==> src/rtl/spi_msg_pkg.sv <==
// rtl/spi_msg_pkg.sv - shared opcode, command byte and state definitions for SPI message layer
//
// Purpose: constants and helpers common to the master and the slave-side
//          message interface.
//   - Request opcodes: STATUS, RDREG, WRREG, reserved.
//   - Command bytes: CMD_STATUS, CMD_RDREG/CMD_WRREG nibble prefixes, DUMMY.
//   - Message FSM state encoding.
//   - msgByte():     byte n of a message.
//   - lastByteIdx(): index of the final byte of a message.
package spi_msg_pkg;

    localparam logic [1:0] OP_STATUS = 2'd0;
    localparam logic [1:0] OP_RDREG  = 2'd1;
    localparam logic [1:0] OP_WRREG  = 2'd2;
    localparam logic [1:0] OP_RSVD   = 2'd3;

    localparam logic [7:0] CMD_STATUS = 8'h00;
    localparam logic [3:0] CMD_RDREG  = 4'b1000;
    localparam logic [3:0] CMD_WRREG  = 4'b1100;
    localparam logic [7:0] DUMMY      = 8'h00;

    typedef enum logic [1:0] {
        ST_IDLE = 2'd0,
        ST_SEND = 2'd1,
        ST_WAIT = 2'd2,
        ST_GAP  = 2'd3
    } msgState_t;

    // STATUS is two bytes long; the register messages are five bytes long.
    function automatic logic [2:0] lastByteIdx(input logic [1:0] op);
        return (op == OP_STATUS) ? 3'd1 : 3'd4;
    endfunction

    function automatic logic [7:0] msgByte(input logic [1:0]  op,
                                           input logic [3:0]  regIdx,
                                           input logic [31:0] data,
                                           input logic [2:0]  idx);
        logic [7:0] b;
        b = DUMMY;
        case (op)
            OP_STATUS: b = (idx == 3'd0) ? CMD_STATUS : DUMMY;
            OP_RDREG:  b = (idx == 3'd0) ? {CMD_RDREG, regIdx} : DUMMY;
            OP_WRREG: begin
                case (idx)
                    3'd0:    b = {CMD_WRREG, regIdx};
                    3'd1:    b = data[31:24];
                    3'd2:    b = data[23:16];
                    3'd3:    b = data[15:8];
                    3'd4:    b = data[7:0];
                    default: b = DUMMY;
                endcase
            end
            default: b = DUMMY;
        endcase
        return b;
    endfunction

endpackage

==> src/rtl/spi_msg_master.sv <==
// rtl/spi_msg_master.sv - message-level SPI master driving a byte exchange layer
//
// Purpose: turns a STATUS / RDREG / WRREG request into a sequence of byte
//          exchanges and collects the response bytes.
// Ports:
//   sysClk, usrReset         clock, asynchronous active-high reset
//   req, reqOp, reqReg,      request handshake: sampled only when busy=0
//   reqData
//   busy, done, err          message in progress / end pulse / timeout abort flag
//   rdData, status           last RDREG value / last STATUS byte (held)
//   msgActive                slave-select frame for the byte layer
//   txStart, tx              start strobe and byte to shift out
//   rxValid, rx              byte exchange complete strobe and received byte
import spi_msg_pkg::*;

module spi_msg_master #(
    parameter int byteGap = 2,
    parameter int timeout = 1024
) (
    input  logic        sysClk,
    input  logic        usrReset,
    input  logic        req,
    input  logic [1:0]  reqOp,
    input  logic [3:0]  reqReg,
    input  logic [31:0] reqData,
    output logic        busy,
    output logic        done,
    output logic        err,
    output logic [31:0] rdData,
    output logic [7:0]  status,
    output logic        msgActive,
    output logic        txStart,
    output logic [7:0]  tx,
    input  logic        rxValid,
    input  logic [7:0]  rx
);

    localparam int TMO_W = $clog2(timeout);
    localparam logic [TMO_W-1:0] TMO_LAST = TMO_W'(timeout - 1);
    localparam logic [7:0] GAP_LAST = (byteGap > 0) ? 8'(byteGap - 1) : 8'd0;

    msgState_t state;
    msgState_t nextState;

    logic [1:0]       curOp;
    logic [3:0]       curReg;
    logic [31:0]      curData;
    logic [2:0]       byteIdx;
    logic [7:0]       gapCnt;
    logic [TMO_W-1:0] tmoCnt;
    logic [23:0]      rdShadow;

    logic       accept;
    logic       loadTx;
    logic       byteDone;
    logic       finish;
    logic       abort;
    logic       lastByte;
    logic [1:0] selOp;
    logic [3:0] selReg;
    logic [31:0] selData;
    logic [2:0] selIdx;
    logic [7:0] nextTx;

    assign accept   = (state == ST_IDLE) && req && (reqOp != OP_RSVD);
    assign lastByte = (byteIdx == lastByteIdx(curOp));

    // The first byte is built straight from the request inputs on the accept
    // edge; later bytes come from the latched request. Going WAIT->SEND directly
    // (no gap) happens on the same edge that advances byteIdx, hence the +1.
    always_comb begin
        selOp   = curOp;
        selReg  = curReg;
        selData = curData;
        selIdx  = byteIdx;
        if (state == ST_IDLE) begin
            selOp   = reqOp;
            selReg  = reqReg;
            selData = reqData;
            selIdx  = 3'd0;
        end else if (state == ST_WAIT) begin
            selIdx  = byteIdx + 3'd1;
        end
        nextTx = msgByte(selOp, selReg, selData, selIdx);
    end

    always_ff @(posedge sysClk or posedge usrReset) begin
        if (usrReset) begin
            state <= ST_IDLE;
        end else begin
            state <= nextState;
        end
    end

    always_comb begin
        nextState = state;
        loadTx    = 1'b0;
        byteDone  = 1'b0;
        finish    = 1'b0;
        abort     = 1'b0;
        busy      = 1'b0;
        msgActive = 1'b0;
        txStart   = 1'b0;
        case (state)
            ST_IDLE: begin
                if (accept) begin
                    nextState = ST_SEND;
                    loadTx    = 1'b1;
                end
            end
            ST_SEND: begin
                busy      = 1'b1;
                msgActive = 1'b1;
                txStart   = 1'b1;
                nextState = ST_WAIT;
            end
            ST_WAIT: begin
                busy      = 1'b1;
                msgActive = 1'b1;
                // rxValid is checked first so it beats a simultaneous timeout.
                if (rxValid) begin
                    byteDone = 1'b1;
                    if (lastByte) begin
                        nextState = ST_IDLE;
                        finish    = 1'b1;
                    end else if (byteGap == 0) begin
                        nextState = ST_SEND;
                        loadTx    = 1'b1;
                    end else begin
                        nextState = ST_GAP;
                    end
                end else if (tmoCnt == TMO_LAST) begin
                    nextState = ST_IDLE;
                    abort     = 1'b1;
                end
            end
            ST_GAP: begin
                busy      = 1'b1;
                msgActive = 1'b1;
                if (gapCnt == GAP_LAST) begin
                    nextState = ST_SEND;
                    loadTx    = 1'b1;
                end
            end
            default: nextState = ST_IDLE;
        endcase
    end

    always_ff @(posedge sysClk or posedge usrReset) begin
        if (usrReset) begin
            curOp    <= OP_STATUS;
            curReg   <= 4'd0;
            curData  <= 32'd0;
            byteIdx  <= 3'd0;
            gapCnt   <= 8'd0;
            tmoCnt   <= '0;
            rdShadow <= 24'd0;
            tx       <= 8'h00;
            done     <= 1'b0;
            err      <= 1'b0;
            rdData   <= 32'd0;
            status   <= 8'h00;
        end else begin
            done <= finish | abort;
            err  <= abort;

            if (accept) begin
                curOp   <= reqOp;
                curReg  <= reqReg;
                curData <= reqData;
                byteIdx <= 3'd0;
            end else if (byteDone) begin
                byteIdx <= byteIdx + 3'd1;
            end

            if (loadTx) begin
                tx <= nextTx;
            end

            // The SEND cycle counts as the first cycle of the timeout window.
            if (state == ST_SEND) begin
                tmoCnt <= TMO_W'(1);
            end else if (state == ST_WAIT) begin
                tmoCnt <= tmoCnt + TMO_W'(1);
            end

            if (state == ST_GAP) begin
                gapCnt <= gapCnt + 8'd1;
            end else begin
                gapCnt <= 8'd0;
            end

            // Byte 0 echoes nothing useful; RDREG data bytes are staged so an
            // aborted read leaves rdData untouched.
            if (byteDone && (byteIdx != 3'd0)) begin
                rdShadow <= {rdShadow[15:0], rx};
            end

            if (finish) begin
                if (curOp == OP_RDREG) begin
                    rdData <= {rdShadow, rx};
                end
                if (curOp == OP_STATUS) begin
                    status <= rx;
                end
            end
        end
    end

endmodule

==> config.mk <==
export PLATFORM = sky130hd
export DESIGN_NAME = spi_msg_master
export DESIGN_NICKNAME = d
export VERILOG_FILES = /design/src/rtl/spi_msg_pkg.sv /design/src/rtl/spi_msg_master.sv
export SDC_FILE = /design/constraint.sdc
export NUM_CORES = 1
export LEC_CHECK = 0
export CORE_MARGIN = 5
export CORE_UTILIZATION = 23
export DETAILED_ROUTE_END_ITERATION = 8
export SYNTH_ARGS = -nofsm -noshare
export SYNTH_HDL_FRONTEND = slang
export SYNTH_SLANG_ARGS = --single-unit
==> constraint.sdc <==
create_clock -name sysClk -period 8.7 [get_ports sysClk]
set_input_delay 0.87 -clock sysClk [delete_from_list [all_inputs] [get_ports sysClk]]
set_output_delay 0.87 -clock sysClk [all_outputs]
set_load 0.01 [all_outputs]
# Word level (Yosys, flattened, before mapping)
# Index checks and enable logic that the tools add are counted.
# word_totals
register_bits	135
input_bits	50
output_inout_bits	53
elab_cells	80
# classes
n_addsub	3
n_eq_ne	17
mux	33
bitwise_logic	1
reduce_logical	13
# ops
cell	count
$pmux W8 S5	1
$mux W32	1
$mux W10	2
$mux W8	2
$pmux W8 S2	1
$mux W3	5
$mux W1	12
$mux W2	6
$add A10 B1 Y10 const B	1
$eq A10 B10 Y1 const B	1
$add A8 B1 Y8 const B	1
$eq A8 B1 Y1 const B	1
$pmux W2 S4	1
$eq A2 B1 Y1 const B	3
$eq A2 B2 Y1 const B	3
$eq A3 B2 Y1 const B	2
$ne A2 B2 Y1 const B	3
$logic_not A2 Y1	2
$mux W4	1
$reduce_and A2 Y1	2
$reduce_bool A2 Y1	2
$add A3 B1 Y3 const B	1
$eq A3 B1 Y1 const B	1
$eq A3 B3 Y1	1
other kinds (9)	11

# Depth between registers and ports, before layout
# Gate-level depths: netlist of the first run.
# depth
depth_word	7
mapped_depth	10
ltp_nobuf	8

# Least setup slack after synthesis of the first run
# Ideal clock, no wire load.
# synth_timing
kind	register to register
start	register state[0]
end	register tx[0]
setup_ps	67
arrival_time_ps	2670
required_time_ps	8633
path_slack_ps	5962
stages_incl_launch_ff	10
path_buffers	2
period_less_slack_ps	2738
path_cell_list	dfrtp_1 inv_1 ha_1 clkbuf_1 clkbuf_1 mux2i_1 inv_1 ha_1 nor4b_2 a221o_1
# synth_via
elab_chain_cells	6
elab_cells_between_ends	22
cone_classes	eq/ne (8); mux (10); reduce/logical (4)
# synth_lines
element	line_no	text
start, declared	spi_msg_master.sv:42	msgState_t state;
start signal, assigned	spi_msg_master.sv:91	state <= nextState;
$eq A2 B2 Y1	spi_msg_master.sv:81	end else if (state == ST_WAIT) begin
$mux W3	spi_msg_master.sv:81	
$mux W3	spi_msg_master.sv:76	if (state == ST_IDLE) begin
$eq A3 B3 Y1 (tied with other cells)	spi_msg_pkg.sv:44	case (idx)
$pmux W8 S5 / $mux W8 (equally long branches)	spi_msg_pkg.sv:44, spi_msg_pkg.sv:42	
$pmux W8 S2	spi_msg_pkg.sv:40	case (op)
end signal, assigned	spi_msg_master.sv:177	tx <= nextTx;
end, declared	spi_msg_master.sv:33	output logic [7:0] tx,
# Parallel ways exist; a longest one is shown, timed or not.
# A chain may end at the register's enable or synchronous reset.

# Worst setup path in the final report of the first run
# layout_timing
start	register state[1]
end	output port txStart
# layout_via
elab_chain_cells	2
# layout_lines
element	line_no	text
$eq A2 B1 Y1	spi_msg_master.sv:104	case (state)
$mux W1	spi_msg_master.sv:104	
end, declared	spi_msg_master.sv:32	output logic txStart,
# No other way between the ends.

==> metrics.cfg, run 1 <==
[synth]
yosysTopAreaCell=dfrtp_1
synth_top_flop_cell=dfrtp_1
synth-seq-area-share_pct=56.18
syn-num-nets=604
syn_area_per_cell_um2=11.12
yosys_register_bits=135
synth_top_cell_area_share_pct=56.18
synth_warnings=0
ys_types=47
synth_edf_count=0
synth_area_leaders=dfrtp_1 (56%), mux2_2 (13%), nand2_1 (8.2%), ha_1 (2.7%), a221o_1 (1.5%)
synth-async-reset-ratio_pct=100.0
synth_area_mm2=0.006013
netlist_instances=541

[power]
total_power_mw=2.483
ir_drop_mv=0.1373
leakage_nw=3.669
p_per_area_mw_per_mm2=309.3

[timing]
period_needed_ns=2.912
max_freq_mhz=343.4
setup_viol=0
setup_tns_ns=0
rsz0062_at_grt=no
slew_headroom_pct=39.79
worst_pin_slew_ns=0.9031
skew_ns=0.009304
slew_viol_final=0
final.period_utilization_pct=33.48
finalHoldViolations=0

[cells_and_area]
fin_nets=709
regArea_mm2=0.003378
fillers=2628
drive_above_1_share_pct=17.48
multi_input_area_mm2=0.002495
syn_to_final_growth_pct=33.52
antenna_cells=0

[worst_hold_path]
min_path_type=reg -> reg
holdPathStages=2

[cts]
clk_pin_slew_worst_paths_ns=0.06
cts_htree_levels=4
clock_latency_ns=0.41
cts_hold_buf=0
cts_setup_buffers=0
clk_path_buf_depth=2
cts_buffers=17
cts_tree=yes
cts_root_buffer=clkbuf_16
cts.sinks=135
cts_resized=0

[route]
initialDrtViolationCount=233
wirelength_um=14470
ant_nets=0
wl_per_cell_um=14.57
drc=0
dr.pass1.iters=4
vias_per_cell=4.277
num_vias=4247

[critical_path]
cp-end-kind=output port
arrival_ns=2.04
cp-start-kind=flop
r2r_cells=9
reg2reg_slack_ns=5.83
critPathKind=reg -> out
critPathRequiredTime_ns=7.83
crit_path_max_fanout=12

[global_routing]
grt_usage_pct=10.28
first_global_vias=4495
overflow=0
grt_pass1_wl_um=23930
grt_max_degree=72
antenna_found_initial=0

[placed_design]
portBuffers=102
routabilityCongestion=0.7498
place_hpwl_um=10130

[run]
maxCapViolCount=0

[die]
core_area_mm2=0.02591
die_area_mm2=0.02948
die_x_um=171.7
fp.dieH_um=171.7
fp-row-count=59
floorplan.initialDensity_pct=23.21
ios=103

[run_status]
outcome=complete, no violations

==> per-layer routing <==
| metal | vias to the layer above | GRT usage, % | routed length (µm) |
|---|---|---|---|
| met5 | - | 0 | 0 |
| met4 | 0 | 2.859 | 131 |
| met3 | 14 | 5.217 | 1474 |
| met2 | 112 | 15.56 | 6318 |
| met1 | 2048 | 12.97 | 6545 |
| li1 | 2073 | - | - |
==> sequential cells by signal, summed over array words and instances (netlist names), 4 cells and up <==
name / count
tx: 8
curData: 32
curReg: 4
rdData: 32
status: 8
rdShadow: 24
tmoCnt: 10
gapCnt: 8
==> cells in the mapped netlist (3+ instances only) <==
| library cell | count |
|---|---|
| a211o_1 | 3 |
| a21oi_1 | 11 |
| a221o_1 | 9 |
| a22o_1 | 3 |
| a22oi_1 | 4 |
| a32oi_1 | 4 |
| and2_1 | 7 |
| and3_1 | 4 |
| buf_2 | 7 |
| clkbuf_1 | 14 |
| dfrtp_1 | 135 |
| ha_1 | 13 |
| inv_1 | 13 |
| mux2_2 | 67 |
| mux2i_1 | 5 |
| nand2_1 | 132 |
| nand3_1 | 14 |
| nand4_1 | 4 |
| nor2_1 | 18 |
| nor2b_1 | 8 |
| nor3_1 | 12 |
| o21ai_0 | 9 |
| xnor2_1 | 9 |
| xor2_1 | 5 |
==> worst max-delay path: stages, from the launching register on <==
cell	delay (ns)
dfrtp_1	0.43
inv_1	0.12
ha_1	0.43
clkdlybuf4s50_1	0.65
==> cell type report <==
type,count,share of cell area (%)
flip-flops and latches,135,42.08
multi-input cells,370,31.07
repair buffers,109,13.37
clock buffers,19,5.517
well taps,335,5.221
clock inverters,12,2.073
inverters,13,0.6701
==> layout by cell type, fill, tap and decap left out, drive strengths merged, types with 4 or more instances in the layout <==
| master | count |
|---|---|
| xor2 | 6 |
| buf | 7 |
| a221o | 9 |
| nand2 | 132 |
| inv | 18 |
| xnor2 | 9 |
| nand3 | 14 |
| a32oi | 4 |
| clkbuf | 19 |
| o21ai | 9 |
| ha | 13 |
| mux2 | 67 |
| dfrtp | 135 |
| a22oi | 4 |
| nor2 | 18 |
| nor3 | 12 |
| and2 | 7 |
| nor2b | 8 |
| mux2i | 5 |
| nand4 | 4 |
| clkdlybuf4s50 | 102 |
| and3 | 4 |
| a21oi | 11 |
==> where the power goes <==
group	leakage, nW	internal (mW)	switching, mW
Combinational	1.59	0.371	0.421
Sequential	1.79	0.817	0.132
Clock	0.291	0.462	0.279
Total	3.67	1.65	0.833
==> cell families after synthesis <==
family / Yosys count / share of synthesized area (%)
AO/OA/AOI/OAI: 57 / 6.970
XOR/XNOR: 15 / 2.310
adder cells (fa/ha/maj): 13 / 2.705
buffers and inverters: 36 / 2.455
flip-flops: 135 / 56.18
multiplexers: 72 / 13.38
AND/OR/NAND/NOR: 213 / 16.00
==> metrics by stage <==
step	std cells	worst slack, ns	hold WS [ns]	util (%)	area, µm²
after CTS	993	5.735	0.4733	30.99	8029
after detailed placement	962	5.541	0.4588	28.63	7420
after global routing	993	5.586	0.4819	30.99	8029
after floorplan	541	4.219	0.4379	-	6013
final	993	5.788	0.4712	30.99	8029
after global placement	962	5.585	0.4494	28.63	7420
==> path summary, 6_finish.rpt <==
check | startpoint | to
min | curReg[0] | curReg[0]
min in group asynchronous | usrReset | rdData[0]
max in group asynchronous | usrReset | byteIdx[2]
min reg2reg | curReg[0] | curReg[0]
max reg2reg | state[0] | tx[2]
max | state[1] | txStart
Power figures use the tool's default switching activity.
==> run 2: changes to the inputs <==
==> constraint.sdc (replaced) <==
create_clock -name sysClk -period 2.9 [get_ports sysClk]
set_input_delay 0.29 -clock sysClk [delete_from_list [all_inputs] [get_ports sysClk]]
set_output_delay 0.29 -clock sysClk [all_outputs]
set_load 0.01 [all_outputs]
==> metrics.cfg, run 2 (synthesis results as in run 1) <==
[cts]
clock_latency_ns=0.42  ; about the same
cts_htree_levels=4  ; unchanged
cts_root_buffer=clkbuf_16
cts_setup_buffers=0  ; unchanged
clk_path_buf_depth=2  ; unchanged
cts_buffers=17  ; unchanged
cts_tree=yes
cts_resized=0  ; unchanged
clk_pin_slew_worst_paths_ns=0.07  ; about the same
cts_hold_buf=0  ; unchanged
cts.sinks=135  ; unchanged

[power]
ir_drop_mv=0.4204  ; +210%
power_frac_comb_pct=32.2  ; +0.3 points
leakage_nw=3.701  ; +0.87%
seqPwrFrac_pct=38.6  ; +0.4 points
p_per_area_mw_per_mm2=912.9  ; +200%
power.switching_mw=2.506  ; +200%
p_int_mw=4.882  ; +200%
p_clk_share_pct=29.2  ; -0.7 points
swShare_pct=33.92  ; +0.36 points

[die]
fp-row-count=59  ; unchanged
fp.dieH_um=171.7  ; unchanged
die_x_um=171.7  ; unchanged
ios=103  ; unchanged
core_area_mm2=0.02591  ; unchanged
die_area_mm2=0.02948  ; unchanged
floorplan.initialDensity_pct=23.21  ; unchanged

[timing]
setup_viol=0  ; unchanged
setup_tns_ns=0  ; unchanged
max_freq_mhz=405.4
slew_headroom_pct=54.87  ; +15 points
final.period_utilization_pct=85.06
period_needed_ns=2.467
finalHoldViolations=0  ; unchanged
skew_ns=0.01353  ; +0.004228 ns
worst_pin_slew_ns=0.6756  ; -0.2274 ns
rsz0062_at_grt=no
slew_viol_final=0  ; unchanged

[cells_and_area]
final_common_cell=dfrtp_1
antenna_cells=0  ; unchanged
most-common-layout-cells=dfrtp_1 (135), nand2_1 (132), clkdlybuf4s50_1 (102)
drive_above_1_share_pct=18.35  ; +0.87 points
final_area_mm2=0.008093  ; +0.79%
syn_to_final_growth_pct=34.58
fillers=2618  ; -0.38%
fin_nets=715  ; +0.85%
top_regs=curData: 32 flops, rdData: 32 flops, rdShadow: 24 flops

[placed_design]
portBuffers=102  ; unchanged
place_hpwl_um=10460  ; +3.3%
place_area_mm2=0.007501  ; +1.1%
routabilityCongestion=0.7604  ; +1.4%

[critical_path]
crit_path_max_fanout=11  ; -1
critPathRequiredTime_ns=3.26  ; -4.57 ns
cp-start-kind=flop
arrival_ns=2.82  ; +0.78 ns
critPathKind=reg -> reg
cp-end-kind=flop

[route]
dr.pass1.iters=4  ; unchanged
ant_nets=0  ; unchanged
drc=0  ; unchanged
wl_per_cell_um=14.70  ; +0.88%
wirelength_um=14700  ; +1.6%
vias_per_cell=4.314  ; +0.87%
num_vias=4314  ; +1.6%
initialDrtViolationCount=244  ; +4.7%

[run_status]
outcome=complete, no violations

[global_routing]
antenna_found_initial=2  ; +2
grt_pass1_wl_um=23810  ; -0.52%
grt_usage_pct=10.26  ; -0.022 points
first_global_vias=4468  ; -0.60%
grt_max_degree=57  ; -21%
overflow=0  ; unchanged

[run]
maxCapViolCount=0  ; unchanged

[worst_hold_path]
min_path_type=in -> async

[run 2: cell types whose count changed in the layout (fill, tap and decap cells not counted), sizes merged]
cell,change
clkinv,+2
bufinv,-1
clkinvlp,+1
buf,+6
clkbuf,-1
[run 2: cell type report]
class | count | area (µm²) | share of cell area (%)
clock inverter | 14 | 162.7 | 2.010
timing repair buffer | 115 | 1156 | 14.29
clock buffer | 18 | 429.2 | 5.303
tap | 335 | 419.2 | 5.179
sequential | 135 | 3378 | 41.74
multi-input combinational | 370 | 2495 | 30.83
inverter | 13 | 52.55 | 0.6494
[run 2: worst max-delay path: stages, from the launching register on]
cell     delay (ns)
dfrtp_1        0.41
inv_1          0.14
ha_1           0.37
mux2_2         0.46
nor4_2         0.51
a22o_1         0.22
nor3b_1        0.18
a221o_1        0.13
[run 2: power by group through the flow]
| stage | Clock, mW | Sequential [mW] | Combinational (mW) |
|---|---|---|---|
| 2_1_floorplan | 0 | 2.81 | 1.54 |
| 6_report | 2.16 | 2.85 | 2.38 |
| 3_5_place_dp | 0 | 2.88 | 2.41 |
| 3_3_place_gp | 0 | 2.86 | 2.38 |
| 5_1_grt | 2.30 | 2.94 | 2.68 |
| 4_1_cts | 2.22 | 2.86 | 2.43 |
[run 2: path summary, 6_finish.rpt]
kind	from	endpoint	slack (ns)	depth (start not counted)
min in group sysClk	reqData[20]	curData[20]	0.39	3
max reg2reg	state[0]	tx[0]	0.43	7
max	state[0]	tx[0]	0.43	7
min reg2reg	curData[22]	curData[22]	0.47	2
max in group asynchronous	usrReset	tmoCnt[9]	1.87	3
min	usrReset	rdData[0]	0.31	2
[run 2: per-layer routing]
layer | share of wire (%) | up-vias | GRT usage [%] | wire [µm]
met3 | 11 | 17 | 5.424 | 1547
met2 | 44 | 113 | 15.17 | 6519
met5 | 0.18 | - | 0 | 27
li1 | - | 2081 | - | -
met1 | 44 | 2099 | 13.00 | 6436
met4 | 1.1 | 4 | 3.100 | 169
[run 2: stage by stage]
stage	cells	total power [mW]	utilization, %	hold slack, ns	setup WS (ns)
after floorplan	541	4.351	-	0.3954	0.1623
after global placement	968	5.244	28.95	0.4529	0.5340
after detailed placement	968	5.292	28.95	0.4583	0.4531
after CTS	1000	7.508	31.23	0.3174	0.4186
after global routing	1000	7.919	31.23	0.3612	0.2180
final	1000	7.388	31.23	0.3116	0.4333
==> run 3: changes to the inputs <==
--- a/config.mk
+++ b/config.mk
@@ -8,6 +8,7 @@
 export CORE_MARGIN = 5
 export CORE_UTILIZATION = 23
 export DETAILED_ROUTE_END_ITERATION = 8
+export SETUP_SLACK_MARGIN = 0.4
 export SYNTH_ARGS = -nofsm -noshare
 export SYNTH_HDL_FRONTEND = slang
 export SYNTH_SLANG_ARGS = --single-unit
==> constraint.sdc (replaced) <==
create_clock -name sysClk -period 2.9 [get_ports sysClk]
set_input_delay 0.58 -clock sysClk [delete_from_list [all_inputs] [get_ports sysClk]]
set_output_delay 0.58 -clock sysClk [all_outputs]
set_load 0.01 [all_outputs]
==> metrics.cfg, run 3 (synthesis results as in run 1) <==
[cells_and_area]
syn_to_final_growth_pct=34.81
regArea_mm2=0.003379  ; about the same
most-common-layout-cells=dfrtp_1 (134), nand2_1 (132), clkdlybuf4s50_1 (102)
fin_nets=718  ; +0.42%
antenna_cells=0  ; unchanged
final_common_cell=dfrtp_1
multi_input_area_mm2=0.002526  ; +1.3%
fillers=2627  ; +0.34%
top_regs=curData: 32 flops, rdData: 32 flops, rdShadow: 24 flops
fin_util_pct=31.29  ; +0.053 points
drive_above_1_share_pct=19.16  ; +0.82 points
final_cell_count_no_fill=1003  ; +0.30%

[route]
ant_nets=0  ; unchanged
num_vias=4292  ; -0.51%
wirelength_um=14610  ; -0.64%
dr.pass1.iters=4  ; unchanged
initialDrtViolationCount=224  ; -8.2%
wl_per_cell_um=14.56  ; -0.94%
vias_per_cell=4.279  ; -0.81%
drc=0  ; unchanged

[worst_hold_path]
holdPathStages=2
worst_hold_path.endpoint=curData[8]
min_path_type=reg -> reg
min_from=curData[8]

[power]
p_int_mw=4.817  ; -1.3%
ir_drop_mv=0.3430  ; -18%
p_clk_share_pct=27.6  ; -1.6 points
seqPwrFrac_pct=38.9  ; +0.3 points
power_frac_comb_pct=33.4  ; +1.2 points
swShare_pct=34.52  ; +0.60 points
power.switching_mw=2.539  ; +1.3%
leakage_nw=3.704  ; about the same
p_per_area_mw_per_mm2=907.4  ; -0.60%

[critical_path]
reg2reg_slack_ns=0.55  ; +0.12 ns
critPathKind=reg -> out
cp-start-kind=flop
path_cells=inv_1 -> ha_1 -> inv_1 -> clkdlybuf4s50_1
crit_path_start=state[0]
critical_path.max_stage_delay_ns=0.53  ; +0.02 ns
critPathSlowestCell=clkdlybuf4s50_1
critPathRequiredTime_ns=2.32  ; -0.94 ns
path_depth=4  ; -3
r2r-end=tx[7]
r2r-start=state[0]
r2r_cells=7  ; unchanged
cp-end-kind=output port
arrival_ns=1.78  ; -1.04 ns
crit_family=buffers and inverters
cp_num_buf_inv=3  ; +2
cp_common_cell=inv_1
crit_path_max_fanout=4  ; -7

[die]
core_area_mm2=0.02591  ; unchanged
fp-row-count=59  ; unchanged
die_area_mm2=0.02948  ; unchanged
floorplan.initialDensity_pct=23.21  ; unchanged
ios=103  ; unchanged
fp.dieH_um=171.7  ; unchanged
die_x_um=171.7  ; unchanged

[placed_design]
dp_cells=971  ; +0.31%
dp_slack_ns=0.3918  ; -0.06126 ns
portBuffers=102  ; unchanged
place_hpwl_um=10480  ; +0.20%
routabilityCongestion=0.7819  ; +2.8%

[timing]
skew_ns=0.01130  ; -0.002229 ns
setup_tns_ns=0  ; unchanged
setup_viol=0  ; unchanged
period_needed_ns=2.358  ; -0.1092 ns
final.period_utilization_pct=81.29  ; -3.8 points
rsz0062_at_grt=no
slew_headroom_pct=58.40  ; +3.5 points
slew_viol_final=0  ; unchanged
worst_pin_slew_ns=0.6227  ; -0.05292 ns
timing.final.ws_setup_ns=0.5425  ; +0.1092 ns
max_freq_mhz=424.2  ; +4.6%
finalHoldViolations=0  ; unchanged

[cts]
cts_hold_buf=0  ; unchanged
cts_setup_buffers=0  ; unchanged
clk_path_buf_depth=2  ; unchanged
cts_buffers=17  ; unchanged
cts.sinks=135  ; unchanged
cts_htree_levels=4  ; unchanged
cts_root_buffer=clkbuf_16
clock_latency_ns=0.42  ; about the same
clk_pin_slew_worst_paths_ns=0.06  ; about the same
cts_tree=yes

[global_routing]
grt_max_degree=69  ; +21%
first_global_vias=4341  ; -2.8%
overflow=0  ; unchanged
grt_pass1_wl_um=23470  ; -1.4%
antenna_found_initial=0  ; -2
grt_usage_pct=10.02  ; -0.23 points

[run]
maxCapViolCount=0  ; unchanged

[run_status]
outcome=complete, no violations

## run 3: metrics by stage
step           hold WS [ns]  instance area [µm²]  power [mW]
3_5_place_dp         0.4576                 7520       5.346
5_1_grt              0.4936                 8107       7.879
3_3_place_gp         0.4570                 7520       5.311
4_1_cts              0.4772                 8092       7.456
6_report             0.4735                 8107       7.356
2_1_floorplan        0.4379                 6028       4.370
## run 3: repair_timing
item | in CTS | in global routing
setup endpoints to repair | 1 | 5
resized for setup | 1 | 3
pin swaps | 0 | 0
hold endpoints to repair | 0 | 0
## run 3: how the worst max path moves through the flow
stage                 to
2_1_floorplan      tx[0]
3_3_place_gp       tx[0]
3_5_place_dp       tx[0]
4_1_cts            tx[7]
5_1_grt            tx[0]
6_report       msgActive
## run 3: power groups by stage
| stage | sequential, mW | clock (mW) | combinational, mW |
|---|---|---|---|
| 6_report | 2.86 | 2.03 | 2.46 |
| 3_5_place_dp | 2.89 | 0 | 2.46 |
| 5_1_grt | 2.95 | 2.17 | 2.76 |
| 4_1_cts | 2.87 | 2.09 | 2.50 |
| 2_1_floorplan | 2.81 | 0 | 1.56 |
| 3_3_place_gp | 2.88 | 0 | 2.43 |
## run 3: cell type report
cell class | count | share of cell area, %
sequential | 135 | 41.69
tap | 335 | 5.171
clock buffer | 19 | 5.587
inverter | 13 | 0.6482
clock inverter | 13 | 1.358
timing repair buffer | 118 | 14.38
multi-input combinational | 370 | 31.16
## run 3: tightest hold or removal path: stages (launching register included)
cell     delay [ns]
dfrtp_1        0.34
nand2_1        0.05
nand2_1        0.05
## run 3: layer usage
layer	share of wire [%]	vias to the layer above	track usage, %
met4	1.0	0	2.584
met2	44	105	14.84
met3	8.5	15	4.505
met1	46	2079	13.37
met5	0	-	0
li1	-	2093	-
